File: config.mk
export PLATFORM = sky130hd
export DESIGN_NAME = matmul_seq_ctrl_flat
export DESIGN_NICKNAME = d
export VERILOG_FILES = /design/src/rtl/matmul_seq_ctrl_if.sv /design/src/rtl/matmul_seq_ctrl.sv /design/src/flat_wrapper.sv
export SDC_FILE = /design/constraint.sdc
export NUM_CORES = 1
export LEC_CHECK = 0
export ABC_AREA = 1
export CAP_MARGIN = 20
export CELL_PAD_IN_SITES_DETAIL_PLACEMENT = 1
export CELL_PAD_IN_SITES_GLOBAL_PLACEMENT = 1
export CORE_UTILIZATION = 46
export DETAILED_ROUTE_END_ITERATION = 12
export PLACE_DENSITY = 0.85
export SLEW_MARGIN = 20
export SYNTH_ARGS = -nofsm -noshare
export SYNTH_HDL_FRONTEND = slang
export SYNTH_SLANG_ARGS = --single-unit
export TNS_END_PERCENT = 30
File: constraint.sdc
create_clock -name clk -period 6.1 [get_ports clk]
set_clock_uncertainty 0.1 [all_clocks]
set_input_delay 1.22 -clock clk [delete_from_list [all_inputs] [get_ports clk]]
set_output_delay 1.22 -clock clk [all_outputs]
set_load 0.02 [all_outputs]
File: src/rtl/matmul_seq_ctrl_if.sv
// Load / readout / status bundle for matmul_seq_ctrl.
// The master drives operand loads and readout indices; the slave returns result data and status.
interface matmul_seq_ctrl_if #(
    parameter int N      = 2,
    parameter int DATA_W = 8,
    parameter int OUT_W  = 8
);
  localparam int IW = $clog2(N);

  logic              load_en;
  logic              load_sel_ab;
  logic [IW-1:0]     load_row;
  logic [IW-1:0]     load_col;
  logic [DATA_W-1:0] in_data;
  logic              output_en;
  logic [IW-1:0]     out_row;
  logic [IW-1:0]     out_col;
  logic [OUT_W-1:0]  out_data;
  logic              busy;
  logic              done;
  logic              overflow;

  modport master (
    output load_en, load_sel_ab, load_row, load_col, in_data,
    output output_en, out_row, out_col,
    input  out_data, busy, done, overflow
  );

  modport slave (
    input  load_en, load_sel_ab, load_row, load_col, in_data,
    input  output_en, out_row, out_col,
    output out_data, busy, done, overflow
  );
endinterface

File: src/rtl/matmul_seq_ctrl.sv
// Sequential N x N matrix multiply (C = A*B) on one MAC unit, with indexed result readout.
// Define MATMUL_SEQ_CTRL_SAT_EN for saturating result reduction; otherwise results are truncated.
module matmul_seq_ctrl #(
    parameter int N      = 2,
    parameter int DATA_W = 8,
    parameter int OUT_W  = 8
) (
  input  logic             clk,
  input  logic             rst,
  matmul_seq_ctrl_if.slave bus
);
  localparam int IW    = $clog2(N);
  localparam int ACC_W = 2 * DATA_W + $clog2(N);
  localparam logic [IW:0]   N_EXT = (IW + 1)'(N);
  localparam logic [IW-1:0] LAST  = IW'(N - 1);

  typedef enum logic [1:0] {ST_LOAD, ST_COMPUTE, ST_DONE} state_t;

  state_t            state_q, state_d;
  logic [DATA_W-1:0] a_q [N][N];
  logic [DATA_W-1:0] a_d [N][N];
  logic [DATA_W-1:0] b_q [N][N];
  logic [DATA_W-1:0] b_d [N][N];
  logic [OUT_W-1:0]  c_q [N][N];
  logic [OUT_W-1:0]  c_d [N][N];
  logic [N-1:0]      a_mask_q [N];
  logic [N-1:0]      a_mask_d [N];
  logic [N-1:0]      b_mask_q [N];
  logic [N-1:0]      b_mask_d [N];
  logic [IW-1:0]     i_q, i_d, j_q, j_d, k_q, k_d;
  logic [ACC_W-1:0]  acc_q, acc_d;
  logic              ovf_q, ovf_d;

  logic [N-1:0]      a_row_full, b_row_full;
  logic              masks_full;
  logic              load_ok, out_ok;
  logic [2*DATA_W-1:0] prod;
  logic [ACC_W-1:0]  sum;
  logic              sum_ovf;
  logic [OUT_W-1:0]  sum_red;

  genvar gi;
  generate
    for (gi = 0; gi < N; gi++) begin : g_row_full
      assign a_row_full[gi] = &a_mask_q[gi];
      assign b_row_full[gi] = &b_mask_q[gi];
    end
  endgenerate

  assign masks_full = (&a_row_full) & (&b_row_full);
  assign load_ok = bus.load_en && ({1'b0, bus.load_row} < N_EXT) && ({1'b0, bus.load_col} < N_EXT);
  assign out_ok  = bus.output_en && ({1'b0, bus.out_row} < N_EXT) && ({1'b0, bus.out_col} < N_EXT);

  assign prod = (2*DATA_W)'(a_q[i_q][k_q]) * (2*DATA_W)'(b_q[k_q][j_q]);
  assign sum  = acc_q + ACC_W'(prod);

  generate
    if (ACC_W > OUT_W) begin : g_ovf
      assign sum_ovf = |sum[ACC_W-1:OUT_W];
    end else begin : g_no_ovf
      assign sum_ovf = 1'b0;
    end
  endgenerate

`ifdef MATMUL_SEQ_CTRL_SAT_EN
  assign sum_red = sum_ovf ? {OUT_W{1'b1}} : OUT_W'(sum);
`else
  assign sum_red = OUT_W'(sum);
`endif

  assign bus.out_data = out_ok ? c_q[bus.out_row][bus.out_col] : '0;
  assign bus.busy     = (state_q == ST_COMPUTE);
  assign bus.done     = (state_q == ST_DONE);
  assign bus.overflow = ovf_q;

  always_comb begin
    state_d  = state_q;
    a_d      = a_q;
    b_d      = b_q;
    c_d      = c_q;
    a_mask_d = a_mask_q;
    b_mask_d = b_mask_q;
    i_d      = i_q;
    j_d      = j_q;
    k_d      = k_q;
    acc_d    = acc_q;
    ovf_d    = ovf_q;

    // Operands are frozen while the MAC loop is reading them.
    if (load_ok && state_q != ST_COMPUTE) begin
      if (!bus.load_sel_ab) begin
        a_d[bus.load_row][bus.load_col]      = bus.in_data;
        a_mask_d[bus.load_row][bus.load_col] = 1'b1;
      end else begin
        b_d[bus.load_row][bus.load_col]      = bus.in_data;
        b_mask_d[bus.load_row][bus.load_col] = 1'b1;
      end
    end

    case (state_q)
      ST_LOAD: begin
        // Start looks at the registered masks, so a same-cycle load never triggers it.
        if (masks_full) begin
          state_d = ST_COMPUTE;
          for (int r = 0; r < N; r++) begin
            a_mask_d[r] = '0;
            b_mask_d[r] = '0;
          end
          ovf_d = 1'b0;
          i_d   = '0;
          j_d   = '0;
          k_d   = '0;
          acc_d = '0;
        end
      end
      ST_COMPUTE: begin
        if (k_q == LAST) begin
          c_d[i_q][j_q] = sum_red;
          if (sum_ovf) ovf_d = 1'b1;
          acc_d = '0;
          k_d   = '0;
          if (j_q == LAST) begin
            j_d = '0;
            if (i_q == LAST) begin
              i_d     = '0;
              state_d = ST_DONE;
            end else begin
              i_d = i_q + 1'b1;
            end
          end else begin
            j_d = j_q + 1'b1;
          end
        end else begin
          acc_d = sum;
          k_d   = k_q + 1'b1;
        end
      end
      ST_DONE: begin
        if (bus.load_en) state_d = ST_LOAD;
      end
      default: state_d = ST_LOAD;
    endcase
  end

  always_ff @(posedge clk) begin
    if (rst) begin
      state_q <= ST_LOAD;
      for (int r = 0; r < N; r++) begin
        a_mask_q[r] <= '0;
        b_mask_q[r] <= '0;
        for (int c = 0; c < N; c++) begin
          a_q[r][c] <= '0;
          b_q[r][c] <= '0;
          c_q[r][c] <= '0;
        end
      end
      i_q   <= '0;
      j_q   <= '0;
      k_q   <= '0;
      acc_q <= '0;
      ovf_q <= 1'b0;
    end else begin
      state_q  <= state_d;
      a_q      <= a_d;
      b_q      <= b_d;
      c_q      <= c_d;
      a_mask_q <= a_mask_d;
      b_mask_q <= b_mask_d;
      i_q      <= i_d;
      j_q      <= j_d;
      k_q      <= k_d;
      acc_q    <= acc_d;
      ovf_q    <= ovf_d;
    end
  end
endmodule

File: src/flat_wrapper.sv
// flat-port wrapper written by rule: the top's interface ports become plain ports
module matmul_seq_ctrl_flat 
#(
    parameter int N      = 2,
    parameter int DATA_W = 8,
    parameter int OUT_W  = 8
)
  (clk, rst, bus_load_en, bus_load_sel_ab, bus_load_row, bus_load_col, bus_in_data, bus_output_en, bus_out_row, bus_out_col, bus_out_data, bus_busy, bus_done, bus_overflow);
  matmul_seq_ctrl_if #(.N(N), .DATA_W(DATA_W), .OUT_W(OUT_W)) bus_i ();
  input  logic clk;
  input  logic rst;
  input wire logic [$bits(bus_i.load_en)-1:0] bus_load_en;
  input wire logic [$bits(bus_i.load_sel_ab)-1:0] bus_load_sel_ab;
  input wire logic [$bits(bus_i.load_row)-1:0] bus_load_row;
  input wire logic [$bits(bus_i.load_col)-1:0] bus_load_col;
  input wire logic [$bits(bus_i.in_data)-1:0] bus_in_data;
  input wire logic [$bits(bus_i.output_en)-1:0] bus_output_en;
  input wire logic [$bits(bus_i.out_row)-1:0] bus_out_row;
  input wire logic [$bits(bus_i.out_col)-1:0] bus_out_col;
  output wire logic [$bits(bus_i.out_data)-1:0] bus_out_data;
  output wire logic [$bits(bus_i.busy)-1:0] bus_busy;
  output wire logic [$bits(bus_i.done)-1:0] bus_done;
  output wire logic [$bits(bus_i.overflow)-1:0] bus_overflow;
  assign bus_i.load_en = bus_load_en;
  assign bus_i.load_sel_ab = bus_load_sel_ab;
  assign bus_i.load_row = bus_load_row;
  assign bus_i.load_col = bus_load_col;
  assign bus_i.in_data = bus_in_data;
  assign bus_i.output_en = bus_output_en;
  assign bus_i.out_row = bus_out_row;
  assign bus_i.out_col = bus_out_col;
  assign bus_out_data = bus_i.out_data;
  assign bus_busy = bus_i.busy;
  assign bus_done = bus_i.done;
  assign bus_overflow = bus_i.overflow;
  matmul_seq_ctrl #(.N(N), .DATA_W(DATA_W), .OUT_W(OUT_W)) u_core (.clk(clk), .rst(rst), .bus(bus_i));
endmodule
==> impl_metrics.toml <==
[run_status]
status = "complete, no violations"

[setup_path]
end_kind = "register"
arrival_ns = 5.72
cpMaxStageDelayCell = "fa_1"
rr_startpoint = "u_core.i_q$_SDFFE_PP0P_"
r2r_slack_ns = 0.59
crit_end = "u_core.bus.overflow$_SDFFE_PP0P_"
crit_type = "reg2reg"
rr_worst_depth = 24
worstPathMaxFanout = 10
setup.worst_path.start = "u_core.i_q$_SDFFE_PP0P_"
max_stage_delay_ns = 0.57
start_kind = "register"
cp_data_required_time_ns = 6.31
reg2reg_to = "u_core.bus.overflow$_SDFFE_PP0P_"
path_cells = "buf_4, nand2_1, inv_1, a22oi_1, o21ai_2, nand2_1, fa_1, inv_1, fa_1, inv_1, fa_1, fa_1, inv_1, ha_1, nand2_1, inv_1, a21oi_1, nand4_1, nand2_1, nand3_1, nor2_1, nand2_1, nand2_1, a21oi_2"
cpMostUsedCell = "nand2_1"

[timing]
rsz0062_at_grt = "no"
tightest_slew_ns = 0.788
finalHoldViolCount = 0
finalCriticalPeriod_ns = 5.51
fmax_mhz = 182
finalSetupViolCount = 0
fin_ws_ns = 0.592
tns_ns = 0
slew_headroom = 0.469
min_period_over_period = 0.903
slew_viol_final = 0

[synth]
synthesis.area_sq_um = 8150
netlist_instances = 1142
synth_edf_count = 0
synth_top_cell_area_share = 0.312
yosys_warnings = 0
ys.flop_type = "dfxtp_1"
yosys.area.top_type = "dfxtp_1"
ys_top_cells_by_area = "dfxtp_1, fa_1, nor2_1, inv_1, o21ai_0"
avgSynthCellArea_sq_um = 7.14
yosysUniqueCellTypes = 35
seq_area_frac_synth = 0.312
synth_fp_nets = 1247
async_flop_share = 0
synth_seq_cells = 127

[global_routing]
grt_pass1_vias = 7907
grt_use_total = 0.294
overflow = 0
grt_pass1_wl_mm = 40.9
antenna_found_initial = 0
grt_max_degree = 90

[finish]
nets = 1263
final_cell_mix = "nor2_1, inv_1, nand2_1"
fin_area_sq_um = 9180
final_cell_count_no_fill = 1396
syn2layout_area_growth_pct = 12.6
final_common_cell = "nor2_1"
diodes = 0
layout-drive-gt1-share = 0.0845

[floorplanning]
dieArea_sq_um = 18300
dieWidth_um = 135
core_sq_um = 17300
start_util = 0.471
num_io_pins = 28
core.rowCount = 48
dieHeight_um = 135

[power]
p_clk_frac = 0.457
power.density_nw_per_um2 = 250
combPwrFrac = 0.160
power.leakage_nw = 4.55
power_frac_seq = 0.383
intPower_mw = 1.58
peakVddDrop_uv = 200
switching_power_mw = 0.709
total_power_mw = 2.29
p_sw_frac = 0.309

[routing]
firstDrtPassIters = 6
drt_iter0_markers = 312
wirelength_mm = 25.2
ant_nets = 0
vias_per_cell = 5.39
wl_per_cell_um = 18.1
vias = 7524
route.detailed.drc = 0

[clocking]
clockBufferDepth = 2
cts_buffers = 17
cts_hold_buf = 0
cts-root-buf = "clkbuf_16"
cts_resized = 0
cts_sinks = 127
cts-htree-levels = 4
cts_tree = "yes"
cts.clk_slew.worst_paths_ns = 0.06
clk_latency_ns = 0.43
post_cts_buffers = 0

[min_path]
worst_hold_path_type = "reg2reg"

[place]
gp_congestion = 0.864
dpl.cell_count = 1364
dp_hpwl_mm = 18.0
placedInstanceArea_sq_um = 8590
dp_slack_ns = 0.586
port_buffers = 27

[job]
max-cap-violations = 0
==> metrics by stage <==
stage,hold WS (ns),utilization
after global routing,0.395,0.531
after global placement,0.350,0.497
after CTS,0.375,0.531
after detailed placement,0.363,0.497
final,0.370,0.531
after floorplan,0.340,-
==> power by group through the flow <==
stage / combinational (mW) / sequential (mW) / clock (mW)
3_5_place_dp: 0.358 / 0.894 / 0
4_1_cts: 0.364 / 0.878 / 1.05
3_3_place_gp: 0.344 / 0.894 / 0
6_report: 0.366 / 0.878 / 1.05
2_1_floorplan: 0.248 / 0.888 / 0
5_1_grt: 0.404 / 0.880 / 1.09
==> routing by layer <==
metal	part of all wire	wire, um	GRT usage	vias to the layer above
met4	0.028	712	0.111	0
li1	-	-	-	3570
met1	0.44	11200	0.367	3716
met3	0.041	1040	0.0576	60
met2	0.49	12300	0.500	178
met5	0	0	0	-
==> kinds of logic after synthesis <==
kind of cell / share of synthesized area
AOI/OAI and AO/OA: 0.158
xor gates and xnor gates: 0.00537
adders and majority gates: 0.181
buffers and inverters: 0.116
DFF: 0.312
and+or+nand+nor: 0.228
==> synth_stat cells, types with 4 or more instances <==
cell,n
o21ai_2,8
a21oi_1,67
inv_1,189
buf_2,6
inv_2,18
nor2_1,221
buf_1,8
buf_4,5
nand2_2,4
o21ai_0,136
nand3_2,4
o22ai_2,8
clkbuf_1,16
nand3_1,17
nor2_4,12
dfxtp_1,127
a22oi_1,8
ha_1,38
fa_1,50
nand2_1,176
==> worst max-delay path: cells and delay by family (launching register included) <==
kind            cells  cell delay, ns
flops               1            0.43
buf+inv             6            0.70
fa+ha+maj           5            2.52
simple gates        9            0.97
compound gates      4            0.67
==> layout make-up <==
class	count	area [sq um]
fill	2222	8110
multi-input combinational	771	4670
sequential	127	2540
inverter	208	781
clock buffer	18	439
timing repair buffer	33	315
tap	225	282
clock inverter	14	156
==> how the worst min path moves through the flow <==
stage,startpoint,slack [ns],end,cells after the start
2_1_floorplan,u_core.a_mask_q[2]$_SDFF_PP0_,0.34,u_core.a_mask_q[2]$_SDFF_PP0_,2
3_3_place_gp,u_core.acc_q[4]$_SDFFE_PP0P_,0.35,u_core.acc_q[4]$_SDFFE_PP0P_,2
3_5_place_dp,u_core.a_mask_q[1]$_SDFF_PP0_,0.36,u_core.a_mask_q[1]$_SDFF_PP0_,2
4_1_cts,u_core.acc_q[9]$_SDFFE_PP0P_,0.38,u_core.acc_q[9]$_SDFFE_PP0P_,2
5_1_grt,u_core.acc_q[3]$_SDFFE_PP0P_,0.39,u_core.acc_q[3]$_SDFFE_PP0P_,2
6_report,u_core.acc_q[9]$_SDFFE_PP0P_,0.37,u_core.acc_q[9]$_SDFFE_PP0P_,2
==> flip-flops by register name, indices dropped and copies added, names as in the netlist <==
register and cells:
u_core.a_q 32, u_core.b_q 32, u_core.c_q 32, u_core.acc_q 17
u_core.a_mask_q 4, u_core.b_mask_q 4, u_core.state_q 2, u_core.bus.overflow 1
u_core.i_q 1, u_core.j_q 1, u_core.k_q 1
Power figures use the tool's default switching activity.
